$ cat config.mk
export PLATFORM = sky130hd
export DESIGN_NAME = act_sram_stream_reader
export DESIGN_NICKNAME = d
export VERILOG_FILES = /design/src/rtl/act_sram_stream_reader.sv
export SDC_FILE = /design/constraint.sdc
export NUM_CORES = 1
export LEC_CHECK = 0
export BUFFER_PORTS_ARGS = -buffer_cell sky130_fd_sc_hd__buf_2
export CAP_MARGIN = 15
export CORE_AREA = 5 5 134 136
export CTS_CLUSTER_DIAMETER = 150
export CTS_CLUSTER_SIZE = 8
export DETAILED_ROUTE_END_ITERATION = 10
export DIE_AREA = 0 0 139 141
export GPL_TIMING_DRIVEN = 1
export PLACE_DENSITY = 0.77
export SLEW_MARGIN = 30
export SYNTH_ARGS = -nofsm -noshare
export SYNTH_HDL_FRONTEND = slang
export SYNTH_SLANG_ARGS = --single-unit
$ cat constraint.sdc
create_clock -name clk -period 12.7 [get_ports clk]
set_input_delay 2.54 -clock clk [delete_from_list [all_inputs] [get_ports clk]]
set_output_delay 2.54 -clock clk [all_outputs]
set_load 0.05 [all_outputs]
$ cat src/rtl/act_sram_stream_reader.sv
// Strided read client for one activation SRAM port; returned words are
// captured in a 2-entry FIFO and presented as a valid/ready stream.
module act_sram_stream_reader #(
  parameter int ADDR_W     = 16,
  parameter int DATA_W     = 32,
  parameter int LEN_W      = 12,
  parameter int FIFO_DEPTH = 2
) (
  input  logic              clk,
  input  logic              rst,
  input  logic              start,
  input  logic [ADDR_W-1:0] cfg_base,
  input  logic [ADDR_W-1:0] cfg_stride,
  input  logic [LEN_W-1:0]  cfg_len,
  input  logic              abort,
  output logic              busy,
  output logic              done,
  output logic [ADDR_W-1:0] sram_addr,
  output logic [3:0]        sram_wea,
  output logic [DATA_W-1:0] sram_wdata,
  input  logic [DATA_W-1:0] sram_rdata,
  output logic              m_valid,
  input  logic              m_ready,
  output logic [DATA_W-1:0] m_data,
  output logic              m_last
);

  typedef enum logic [1:0] {
    S_IDLE,
    S_RUN,
    S_DRAIN
  } state_t;

  localparam logic [1:0]       L_DEPTH = 2'(FIFO_DEPTH);
  localparam logic [LEN_W-1:0] L_ONE   = LEN_W'(1);

  state_t            r_state;
  logic              r_busy;
  logic              r_done;
  logic              r_inflight;
  logic              r_wr_ptr;
  logic              r_rd_ptr;
  logic [1:0]        r_cnt;
  logic [ADDR_W-1:0] r_addr;
  logic [ADDR_W-1:0] r_next_addr;
  logic [ADDR_W-1:0] r_stride;
  logic [LEN_W-1:0]  r_len;
  logic [LEN_W-1:0]  r_issued;
  logic [LEN_W-1:0]  r_popped;
  logic [DATA_W-1:0] r_mem [2];

  logic              w_start_ok;
  logic              w_first;
  logic              w_run_issue;
  logic              w_issue;
  logic              w_pop;
  logic              w_room;
  logic              w_head_last;
  logic              w_last_pop;
  logic [1:0]        w_occ;
  logic [ADDR_W-1:0] w_issue_addr;
  logic [ADDR_W-1:0] w_step;

  // Occupancy counts the word still on its way back from the SRAM.
  assign w_occ   = r_cnt + {1'b0, r_inflight};
  assign w_pop   = (r_cnt != 2'd0) & m_ready;
  assign w_room  = (w_occ < L_DEPTH) |
                   ((w_occ == L_DEPTH) & w_pop);

  assign w_start_ok  = start & ~abort &
                       (r_state == S_IDLE);
  // The first read goes out in the start cycle itself.
  assign w_first     = w_start_ok & (cfg_len != '0);
  assign w_run_issue = (r_state == S_RUN) & ~abort &
                       (r_issued != r_len) & w_room;
  assign w_issue     = w_first | w_run_issue;

  assign w_issue_addr = w_first ? cfg_base : r_next_addr;
  assign w_step       = w_first ? cfg_stride : r_stride;

  assign w_head_last = (r_popped == r_len - L_ONE);
  assign w_last_pop  = w_pop & w_head_last;

  assign sram_addr  = w_issue ? w_issue_addr : r_addr;
  assign sram_wea   = 4'b0000;
  assign sram_wdata = '0;

  assign busy    = r_busy;
  assign done    = r_done;
  assign m_valid = (r_cnt != 2'd0);
  assign m_data  = r_mem[r_rd_ptr];
  assign m_last  = m_valid & w_head_last;

  always_ff @(posedge clk or posedge rst) begin
    if (rst) begin
      r_state     <= S_IDLE;
      r_busy      <= 1'b0;
      r_done      <= 1'b0;
      r_inflight  <= 1'b0;
      r_wr_ptr    <= 1'b0;
      r_rd_ptr    <= 1'b0;
      r_cnt       <= 2'd0;
      r_addr      <= '0;
      r_next_addr <= '0;
      r_stride    <= '0;
      r_len       <= '0;
      r_issued    <= '0;
      r_popped    <= '0;
      r_mem[0]    <= '0;
      r_mem[1]    <= '0;
    end else begin
      r_done <= 1'b0;
      if (abort) begin
        r_state    <= S_IDLE;
        r_busy     <= 1'b0;
        r_inflight <= 1'b0;
        r_wr_ptr   <= 1'b0;
        r_rd_ptr   <= 1'b0;
        r_cnt      <= 2'd0;
        r_issued   <= '0;
        r_popped   <= '0;
      end else begin
        r_inflight <= w_issue;
        if (w_issue) begin
          r_addr      <= w_issue_addr;
          r_next_addr <= w_issue_addr + w_step;
          r_issued    <= w_first ? L_ONE
                                 : r_issued + L_ONE;
        end

        if (r_inflight) begin
          r_mem[r_wr_ptr] <= sram_rdata;
          r_wr_ptr        <= ~r_wr_ptr;
        end
        if (w_pop) begin
          r_rd_ptr <= ~r_rd_ptr;
          r_popped <= r_popped + L_ONE;
        end
        r_cnt <= r_cnt + {1'b0, r_inflight}
                       - {1'b0, w_pop};

        unique case (r_state)
          S_IDLE: begin
            if (w_start_ok) begin
              r_stride <= cfg_stride;
              r_len    <= cfg_len;
              r_popped <= '0;
              if (cfg_len == '0) begin
                r_done <= 1'b1;
              end else begin
                r_state <= S_RUN;
                r_busy  <= 1'b1;
              end
            end
          end
          S_RUN: begin
            if (w_last_pop) begin
              r_state <= S_IDLE;
              r_busy  <= 1'b0;
              r_done  <= 1'b1;
            end else if (r_issued == r_len) begin
              r_state <= S_DRAIN;
            end
          end
          S_DRAIN: begin
            if (w_last_pop) begin
              r_state <= S_IDLE;
              r_busy  <= 1'b0;
              r_done  <= 1'b1;
            end
          end
          default: r_state <= S_IDLE;
        endcase
      end
    end
  end

endmodule

After elaboration in Yosys (flattened, before gate mapping)
Index checks and enable logic that the tools add are counted.
- eq/ne operators: 11
- mux-type cells: 39
- reductions and logical operators: 15
- add/subtract/negate cells: 6
- bitwise operators: 17
- $lt $le $gt $ge: 4
- operators with widths (operator ; count):
    $mux 32 ; 4
    $mux 12 ; 7
    $bwmux 64 ; 1
    $mux 16 ; 3
    $demux 32 s1 ; 1
    $add 12x1->12 const B ; 2
    $eq 12x12->1 ; 2
    $add 16x16->16 ; 1
    $mux 2 ; 7
    $mux 1 ; 13
    $logic_not 12->1 ; 1
    $ne 12x12->1 ; 1
    $reduce_bool 12->1 ; 1
    $sub 12x1->12 const B ; 1
    $and 1x1->1 ; 10
    $ne 3x3->1 const B ; 3
    $reduce_and 4->1 ; 2
    $reduce_bool 2->1 ; 4
    $pmux 2 s3 ; 1
    $eq 2x2->1 const B ; 2
    $ge 2x2->1 const B ; 2
    $ne 4x3->1 const B ; 1
    $not 1->2 ; 2
    $pmux 1 s2 ; 2
    14 further kinds ; 18
- register bits after elaboration: 157
- output and inout port bits: 88

Logic depth before layout (Yosys ltp)
Gate-level depths: netlist (run 1).
- depth in word-level cells: 8
- depth in mapped cells: 16
- mapped depth without buffers: 15

Least setup slack after synthesis (run 1)
OpenSTA, ideal clock, no wires.
- path kind: input port to output port
- start: input cfg_len[10]
- end: output sram_addr[15]
- cell stages on the path: 7
- data arrival time: 4.609 ns
- slack: 5.551 ns
- cells stage by stage: nor4_1 > nand3_1 > nand2b_1 > buf_1 > clkbuf_1 > nor2_1 > a21oi_1
- longest elaborated chain between the ends: 4
- RTL lines (element ; RTL line ; source):
    from (decl) ; 14 ; input logic [LEN_W-1:0] cfg_len,
    $reduce_bool 12->1 * ; 73 ; assign w_first = w_start_ok & (cfg_len != '0);
    $and 1x1->1 * ; 73 ;
    $mux 16 or $or 1x1->1 (tied branches) ; 78, 76 ;
    $mux 16 * ; n/a ;
    to (decl) ; 18 ; output logic [ADDR_W-1:0] sram_addr,
Mark *: on every way between the ends. The rest lies on a longest branch, timed or not.

Worst setup path in the final report (run 1)
- start: input abort
- end: output sram_addr[0]
- longest elaborated chain between the ends: 6
- RTL lines (element ; RTL line ; source):
    from (decl) ; 15 ; input logic abort,
    $not 1->1 (no line) * ; n/a ;
    $and 1x1->1, on equally long branches (2 in series) ; 70, 74 ;
    $and 1x1->1, on equally long branches ; 73, 75 ;
    $mux 16 or $or 1x1->1 (tied branches) ; 78, 76 ;
    $mux 16 * ; n/a ;
Marks and branches as above.

==> results.json, run 1 <==
{
  "outcome": "completed",
  "grt_usage_pct": 18.8,
  "numCtsBuffers": 17,
  "gp_congestion": 0.849,
  "coreArea_um2": 16800,
  "yosysTopAreaCell": "dfrtp_1",
  "yosysSeqAreaShare_pct": 44.6,
  "ys_async_sr_fraction_pct": 100,
  "hp-class": "reg -> reg",
  "design_area_um2": 10100,
  "htreeDepth": 4,
  "clk_pin_slew_ns": 0.06,
  "cp.arrival_ns": 5.16,
  "ios": 169,
  "setup_viol": 0,
  "drtIter0Drc": 267,
  "synth_edf_count": 0,
  "worst_pin_slew_ns": 0.806,
  "period_share_pct": 60.6,
  "met1Wirelength_um": 8380,
  "grt_pass1_wl_um": 30100,
  "drc": 0,
  "num_antenna_cells": 0,
  "crit_buf_inv": 5,
  "grt-ovfl-total": 0,
  "cts_root_buf": "clkbuf_16",
  "wl_met3_um": 851,
  "dpl_cell_area_um2": 9500,
  "ys_ff_latch": 157,
  "hold_buffers": 0,
  "cp_top_family": "buffers and inverters",
  "whs_ns": 0.500,
  "finalSetupTns_ns": 0,
  "vias_per_cell": 5.37,
  "dpl.hpwl_um": 13000,
  "crit_path_end_kind": "primary output",
  "period_minus_slack_ns": 7.70,
  "synth.distinct_cells": 59,
  "die_x_um": 139,
  "yosys_most_used_dff": "dfrtp_1",
  "hold_viol": 0,
  "worstSetupPathType": "in -> out",
  "rsz0062_at_grt": "no",
  "dpl_worst_slack_ns": 4.98,
  "die_area_um2": 19600,
  "critPathMaxStageDelay_ns": 0.44,
  "synthCells": 767,
  "yosys-top-cells-area": "dfrtp_1 45%, mux2_2 24%, xnor2_1 3.5%",
  "slew_violations": 0,
  "yosysTopAreaCellShare_pct": 44.6,
  "slowest_stage": "buf_4",
  "topRoutingLayerUsed": "met4",
  "wl_um": 18400,
  "via_count": 6047,
  "cts.sinks": 157,
  "layout_setup_ws_ns": 5.00,
  "fin_skew_ns": 0.00980,
  "postLayoutCoreUtil_pct": 60.1,
  "p_per_area_nw_per_um2": 247,
  "dr_wl_met2_um": 8890,
  "crit_fanout": 58,
  "initial_core_util_pct": 52.4,
  "vdd_drop_max_mv": 0.196,
  "portBuffers": 132,
  "synth_most_common_cell": "mux2_2",
  "clock_latency_ns": 0.42,
  "crit_chain": "buf_2, nand3b_1, buf_4, nand2b_2, buf_4, o41ai_4, buf_4, mux2_2, buf_2",
  "drive_gt1_share_pct": 41.4,
  "post_drt_wl_per_cell_um": 16.3,
  "synth_warnings": 0,
  "post_cts_buffers": 0,
  "die_height_um": 141,
  "grt_max_degree": 93,
  "ant_nets": 0,
  "relSlewSlack_pct": 46.2,
  "cts_tree": "done",
  "post_cts_resized": 0,
  "cp_data_required_time_ns": 10.16,
  "dr.pass1.iters": 5,
  "crit_top_cell": "buf_4",
  "nets": 995,
  "cap_violations": 0,
  "avgSynthCellArea_um2": 11.5,
  "cts_buffer_depth": 2,
  "grt_antenna_before_repair": 0,
  "leakage_uw": 0.00457,
  "syn_area_um2": 8820,
  "synthTopCellsByCount": "185 x mux2_2, 157 x dfrtp_1, 52 x nor2_1",
  "cp-start-kind": "primary input",
  "max_freq_mhz": 130,
  "areaGrowthSynthToFinish_pct": 14.7,
  "rows": 48,
  "grt_pass1_vias": 6089
}
==> cells in the final DEF (no fill, tap or decap), drive strengths merged, types with 3 or more instances in the layout <==
master,instances
mux2,185
dfrtp,157
buf,140
nor2,52
conb,36
xnor2,35
a21oi,29
o21ai,27
ha,24
xor2,22
nand2,21
clkbuf,20
inv,18
nor3,16
and3,12
nand4,8
clkinv,8
nand3,6
a21o,6
nand2b,6
nor4,6
a31oi,5
nand3b,5
o21a,4
o211ai,4
nor3b,4
nor2b,3
or3,3
and2,3
or2,3
a22o,3
o31ai,3
o41ai,3
==> per-stage QoR <==
stage                     std cells  total power (µW)
final                          1127              2500
after global placement         1094              1990
after floorplan                 802              1790
after detailed placement       1094              2010
after global routing           1127              2650
after CTS                      1126              2520
==> routing by layer <==
layer	track usage [%]	vias to the layer above
li1	-	2897
met1	25.3	2962
met2	30.6	165
met3	4.10	23
met4	5.77	0
met5	0	-
==> cell type report <==
cell class / instances / area (µm²)
repair buffers: 140 / 741
well taps: 225 / 282
clock buffers: 20 / 467
flip-flops and latches: 157 / 3930
multi-input cells: 557 / 4520
clock inverters: 12 / 110
inverters: 16 / 65.1
fillers: 1366 / 6710
==> registers in the layout, indices dropped and copies added (netlist names) <==
register,cells
busy,1
done,1
r_addr,16
r_cnt,2
r_inflight,1
r_issued,12
r_len,12
r_mem,64
r_next_addr,16
r_popped,12
r_rd_ptr,1
r_state,2
r_stride,16
r_wr_ptr,1
==> cell families (layout without fill, tap and decap cells) <==
| group | Yosys count | count (layout) | share of synthesized area (%) |
|---|---|---|---|
| xor+xnor | 57 | 57 | 5.66 |
| flops | 157 | 157 | 44.6 |
| mux | 187 | 187 | 23.9 |
| fa+ha+maj | 25 | 25 | 3.63 |
| other cells | 1 | 36 | 0.0425 |
| compound gates | 100 | 100 | 7.31 |
| simple gates | 152 | 152 | 9.01 |
| buf+inv | 88 | 188 | 5.92 |
==> final timing paths <==
kind,startpoint,endpoint,slack [ns],cells past startpoint
min reg2reg,r_mem[8],r_mem[8],0.50,1
max in group asynchronous,rst,r_len[6],9.29,4
max reg2reg,r_state[0],r_next_addr[15],7.81,16
min in group asynchronous,rst,r_addr[13],2.29,2
min,r_mem[8],r_mem[8],0.50,1
max,abort,sram_addr[0],5.00,9
==> where the power goes <==
part	total (µW)	switching [µW]	internal [µW]
Combinational	1210	745	465
Clock	495	208	287
Sequential	794	115	679
Total	2500	1070	1430
(Power assumes the default switching activity.)
==> run 2: changes to the inputs <==
==> constraint.sdc (replaced) <==
create_clock -name clk -period 7.3 [get_ports clk]
set_input_delay 1.46 -clock clk [delete_from_list [all_inputs] [get_ports clk]]
set_output_delay 1.46 -clock clk [all_outputs]
set_load 0.05 [all_outputs]
==> run 2 against run 1 <==
Net effect: via count shrank 0.20%; clock power grew 83%; register-to-register slack lost 5.5 ns; clock skew grew 0.0054 ns; first-iteration DRC count grew 4.1%; routed wire length grew 0.18%; setup slack lost 3.4 ns; sequential share of layout area is the same; utilization is the same; final cell count is essentially flat; clock-buffer cell count shrank 2; hold slack gained 0.0023 ns.
==> results.json, run 2 (synthesis gave the netlist of run 1 again) <==
{
  "slew_violations": 0,
  "met2_usage_pct": 31.1,
  "crit_path_end_kind": "primary output",
  "cts_buffer_depth": 2,
  "post_cts_resized": 0,
  "die_area_um2": 19600,
  "vdd_drop_max_mv": 0.300,
  "rsz0062_at_grt": "no",
  "met1_usage_pct": 25.9,
  "grt_max_degree": 89,
  "rows": 48,
  "cts_root_buf": "clkbuf_16",
  "p_total_uw": 4390,
  "nFillCells": 1392,
  "setup_viol": 0,
  "p_per_area_nw_per_um2": 434,
  "drtIter0Drc": 278,
  "cts_tree": "done",
  "whs_ns": 0.502,
  "areaGrowthSynthToFinish_pct": 14.7,
  "postLayoutCoreUtil_pct": 60.1,
  "worstHoldPathCells": 1,
  "largest_register": "r_mem",
  "gp_congestion": 0.832,
  "r2r_cells": 15,
  "fin_cells": 1126,
  "outcome": "completed",
  "cp-start-kind": "primary input",
  "cp.arrival_ns": 4.28,
  "num_antenna_cells": 0,
  "worst_pin_slew_ns": 0.797,
  "layout_common_cells": "185 x mux2_2, 157 x dfrtp_1, 132 x buf_2",
  "largest_reg_flops": 64,
  "dp_cells": 1094,
  "htreeDepth": 4,
  "hp-class": "reg -> reg",
  "drc": 0,
  "die_height_um": 141,
  "period_share_pct": 78.6,
  "post_drt_wl_per_cell_um": 16.4,
  "fin_skew_ns": 0.0152,
  "dpl.hpwl_um": 12900,
  "clk_pin_slew_ns": 0.06,
  "max_freq_mhz": 174,
  "period_minus_slack_ns": 5.74,
  "seqPwrFrac_pct": 31.5,
  "die_x_um": 139,
  "swShare_pct": 42.8,
  "initial_core_util_pct": 52.4,
  "drive_gt1_share_pct": 41.3,
  "grt_usage_pct": 19.2,
  "relSlewSlack_pct": 46.9,
  "post_cts_buffers": 0,
  "dr.pass1.iters": 4,
  "grt_pass1_vias": 6134,
  "grt-ovfl-total": 0,
  "ant_nets": 0,
  "grt_pass1_wl_um": 30900,
  "coreArea_um2": 16800,
  "numCtsBuffers": 17,
  "grt_use_met3_pct": 4.31,
  "worstSetupPathType": "in -> out",
  "hold_viol": 0,
  "vias_per_cell": 5.36,
  "grt_antenna_before_repair": 0,
  "ios": 169,
  "combinationalPowerShare_pct": 47.8,
  "cp_data_required_time_ns": 5.84,
  "portBuffers": 132,
  "via_count": 6035,
  "clock_latency_ns": 0.43,
  "leakage_uw": 0.00457,
  "cts.sinks": 157,
  "cap_violations": 0,
  "clkPwrFrac_pct": 20.6,
  "p_int_uw": 2510,
  "nets": 994,
  "finalSetupTns_ns": 0,
  "grt-busiest-layer": "met2",
  "crit_fanout": 47,
  "layout_commonest_cell": "mux2_2",
  "hold_buffers": 0,
  "wl_um": 18400,
  "p_switching_uw": 1880
}
## run 2: final timing paths
| path | slack (ns) | endpoint | from |
|---|---|---|---|
| setup / recovery | 1.56 | sram_addr[7] | abort |
| hold / removal | 0.50 | r_mem[59] | r_mem[59] |
| setup reg to reg | 2.34 | r_next_addr[15] | r_state[1] |
| hold reg to reg | 0.50 | r_mem[59] | r_mem[59] |
| max in group asynchronous | 5.03 | r_len[7] | rst |
| min in group asynchronous | 1.16 | r_mem[29] | rst |
## run 2: metal layers
| layer | vias up | wire (µm) |
|---|---|---|
| li1 | 2911 | - |
| met1 | 2964 | 8280 |
| met2 | 139 | 9070 |
| met3 | 21 | 844 |
| met4 | 0 | 233 |
| met5 | - | 0 |
## run 2: critical path: stages
cell,delay (ns)
buf_2,0.29
nand3b_1,0.16
buf_4,0.38
nand2b_2,0.67
o41ai_4,0.34
buf_4,0.38
mux2_2,0.34
buf_2,0.21
## run 2: power groups by stage
stage | Clock [µW] | Combinational [µW] | Sequential (µW)
after CTS | 921 | 2120 | 1380
after floorplan | 0 | 1800 | 1300
final | 905 | 2100 | 1380
after detailed placement | 0 | 2100 | 1390
after global routing | 961 | 2270 | 1420
after global placement | 0 | 2070 | 1380
## run 2: per-stage QoR
step / setup slack, ns / instance area (µm²)
6_report: 1.56 / 10100
5_1_grt: 1.26 / 10100
4_1_cts: 1.51 / 10100
3_5_place_dp: 1.30 / 9500
3_3_place_gp: 1.37 / 9500
2_1_floorplan: 1.61 / 8950
## run 2: layout make-up
cell class / count / area [µm²] / share of cell area (%)
Timing Repair Buffer: 139 / 717 / 7.09
Inverter: 16 / 65.1 / 0.644
Sequential cell: 157 / 3930 / 38.9
Multi-Input combinational cell: 557 / 4520 / 44.7
Clock inverter: 14 / 161 / 1.60
Clock buffer: 18 / 439 / 4.34
Tap cell: 225 / 282 / 2.79
==> run 3: changes to the inputs <==
--- a/config.mk
+++ b/config.mk
@@ -7,13 +7,13 @@
 export LEC_CHECK = 0
 export BUFFER_PORTS_ARGS = -buffer_cell sky130_fd_sc_hd__buf_2
 export CAP_MARGIN = 15
-export CORE_AREA = 5 5 134 136
+export CORE_AREA = 5 5 138 140
 export CTS_CLUSTER_DIAMETER = 150
 export CTS_CLUSTER_SIZE = 8
 export DETAILED_ROUTE_END_ITERATION = 10
-export DIE_AREA = 0 0 139 141
+export DIE_AREA = 0 0 143 145
 export GPL_TIMING_DRIVEN = 1
-export PLACE_DENSITY = 0.77
+export PLACE_DENSITY = 0.76
 export SLEW_MARGIN = 30
 export SYNTH_ARGS = -nofsm -noshare
 export SYNTH_HDL_FRONTEND = slang
==> constraint.sdc (replaced) <==
create_clock -name clk -period 5.2 [get_ports clk]
set_input_delay 1.04 -clock clk [delete_from_list [all_inputs] [get_ports clk]]
set_output_delay 1.04 -clock clk [all_outputs]
set_load 0.05 [all_outputs]
==> run 3 against run 2 <==
Net effect: flip-flop and latch count is the same; largest power group unchanged; critical path depth up 7; combinational power grew 43%; clock power up 34%; non-clock buffer count grew 5; final area grew 0.30%; first-iteration DRC count decreased by 7.6%; power grew 40%; critical path type is now in -> reg; sequential power is 39% higher; setup slack worse by 1.1 ns; hold slack worse by 0.0035 ns; clock skew decreased by 0.0069 ns.
==> results.json, run 3 (synthesis gave the netlist of run 1 again) <==
{
  "die_x_um": 143,
  "design_area_um2": 10100,
  "cp_data_required_time_ns": 5.54,
  "post_cts_buffers": 0,
  "largest_reg_flops": 64,
  "drtIter0Drc": 257,
  "coreArea_um2": 17700,
  "finalSetupTns_ns": 0,
  "vias_per_cell": 5.31,
  "setup_viol": 0,
  "p_per_area_nw_per_um2": 604,
  "post_cts_resized": 0,
  "cap_violations": 0,
  "hold_viol": 0,
  "areaGrowthSynthToFinish_pct": 15.0,
  "via_count": 6032,
  "leakage_uw": 0.00457,
  "layout_commonest_cell": "mux2_2",
  "ant_nets": 0,
  "cp-start-kind": "primary input",
  "p_total_uw": 6130,
  "die_height_um": 145,
  "vdd_drop_max_mv": 0.411,
  "grt_antenna_before_repair": 1,
  "clock_latency_ns": 0.42,
  "hold_buffers": 0,
  "grt-ovfl-total": 0,
  "dr.pass1.iters": 4,
  "period_minus_slack_ns": 4.70,
  "grt_pass1_wl_um": 31800,
  "crit_path_end_kind": "register",
  "whs_ns": 0.499,
  "period_share_pct": 90.4,
  "layout_common_cells": "185 x mux2_2, 157 x dfrtp_1, 132 x buf_2",
  "max_freq_mhz": 213,
  "grt_usage_pct": 18.8,
  "dpl.hpwl_um": 13500,
  "drc": 0,
  "multi_input_area_um2": 4520,
  "htreeDepth": 4,
  "cts.sinks": 157,
  "cts_buffer_depth": 2,
  "grt_pass1_vias": 6326,
  "rsz0062_at_grt": "no",
  "grt_max_degree": 115,
  "seqCellArea_um2": 3930,
  "largest_register": "r_mem",
  "cts_root_buf": "clkbuf_16",
  "post_drt_wl_per_cell_um": 16.8,
  "nFillCells": 1477,
  "initial_core_util_pct": 49.8,
  "worst_pin_slew_ns": 0.828,
  "cp.arrival_ns": 5.04,
  "fin_skew_ns": 0.00828,
  "numCtsBuffers": 17,
  "portBuffers": 132,
  "crit_fanout": 16,
  "slew_violations": 0,
  "wl_um": 19000,
  "relSlewSlack_pct": 44.7,
  "cts_tree": "done",
  "hp-class": "reg -> reg",
  "ios": 169,
  "clk_pin_slew_ns": 0.06,
  "nets": 999,
  "dpl_cell_area_um2": 9570,
  "drive_gt1_share_pct": 41.3,
  "worstSetupPathType": "in -> reg",
  "rows": 49,
  "die_area_um2": 20700,
  "gp_congestion": 0.832,
  "outcome": "completed"
}
[run 3: changes by cell type in the layout (fill, tap and decap cells not counted), sizes merged]
cell / before / now
clkinv: 8 / 5
inv: 19 / 15
diode: 0 / 1
buf: 139 / 144
clkbuf: 18 / 20
clkinvlp: 1 / 5
[run 3: layer usage]
metal  vias to the layer above  routed length, µm  global-route usage [%]
met5                         -                  0                       0
met4                         0                307                    5.28
met3                        23                747                    3.95
met2                       141               9320                    30.7
met1                      2956               8650                    25.4
li1                       2912                  -                       -
[run 3: final cells by class]
type	count	area share, %
Multi-Input combinational cell	557	44.5
Sequential cell	157	38.8
Timing Repair Buffer	144	7.65
Clock buffer	20	4.41
Tap cell	229	2.83
Clock inverter	11	1.17
Inverter	16	0.629
Antenna cell	1	0.0247
[run 3: power by group]
part / switching, µW / internal (µW)
sequential: 265 / 1660
combinational: 1850 / 1140
clock: 492 / 714
[run 3: path summary, 6_finish.rpt]
| path | start | endpoint | slack (ns) | cells past startpoint |
|---|---|---|---|---|
| max in group asynchronous | rst | r_stride[5] | 3.61 | 3 |
| worst min register to register | r_mem[30] | r_mem[30] | 0.50 | 1 |
| worst max-delay path | cfg_len[2] | r_next_addr[15] | 0.50 | 15 |
| worst min-delay path | r_mem[30] | r_mem[30] | 0.50 | 1 |
| worst max register to register | r_state[0] | r_next_addr[15] | 0.98 | 15 |
| min in group asynchronous | rst | r_len[2] | 0.64 | 2 |
[run 3: stage by stage]
step	instances	utilization (%)	setup WS (ns)
global placement	1102	53.9	0.247
global route	1135	57.2	0.257
detailed placement	1103	54.0	0.0620
CTS	1134	57.2	0.503
floorplan	802	-	0.506
finish	1135	57.2	0.498
[run 3: critical path, cell delays in order]
cell and delay, ns:
buf_2 0.10, nor4_1 0.32, nand3_1 0.26, nand2b_2 0.42
buf_4 0.23, buf_4 0.20, mux2_2 0.35, ha_1 0.35
nand2_1 0.11, nor3_1 0.06, a2111oi_0 0.62, o21ai_0 0.30
xnor2_1 0.19, or3_1 0.32, a31oi_1 0.17
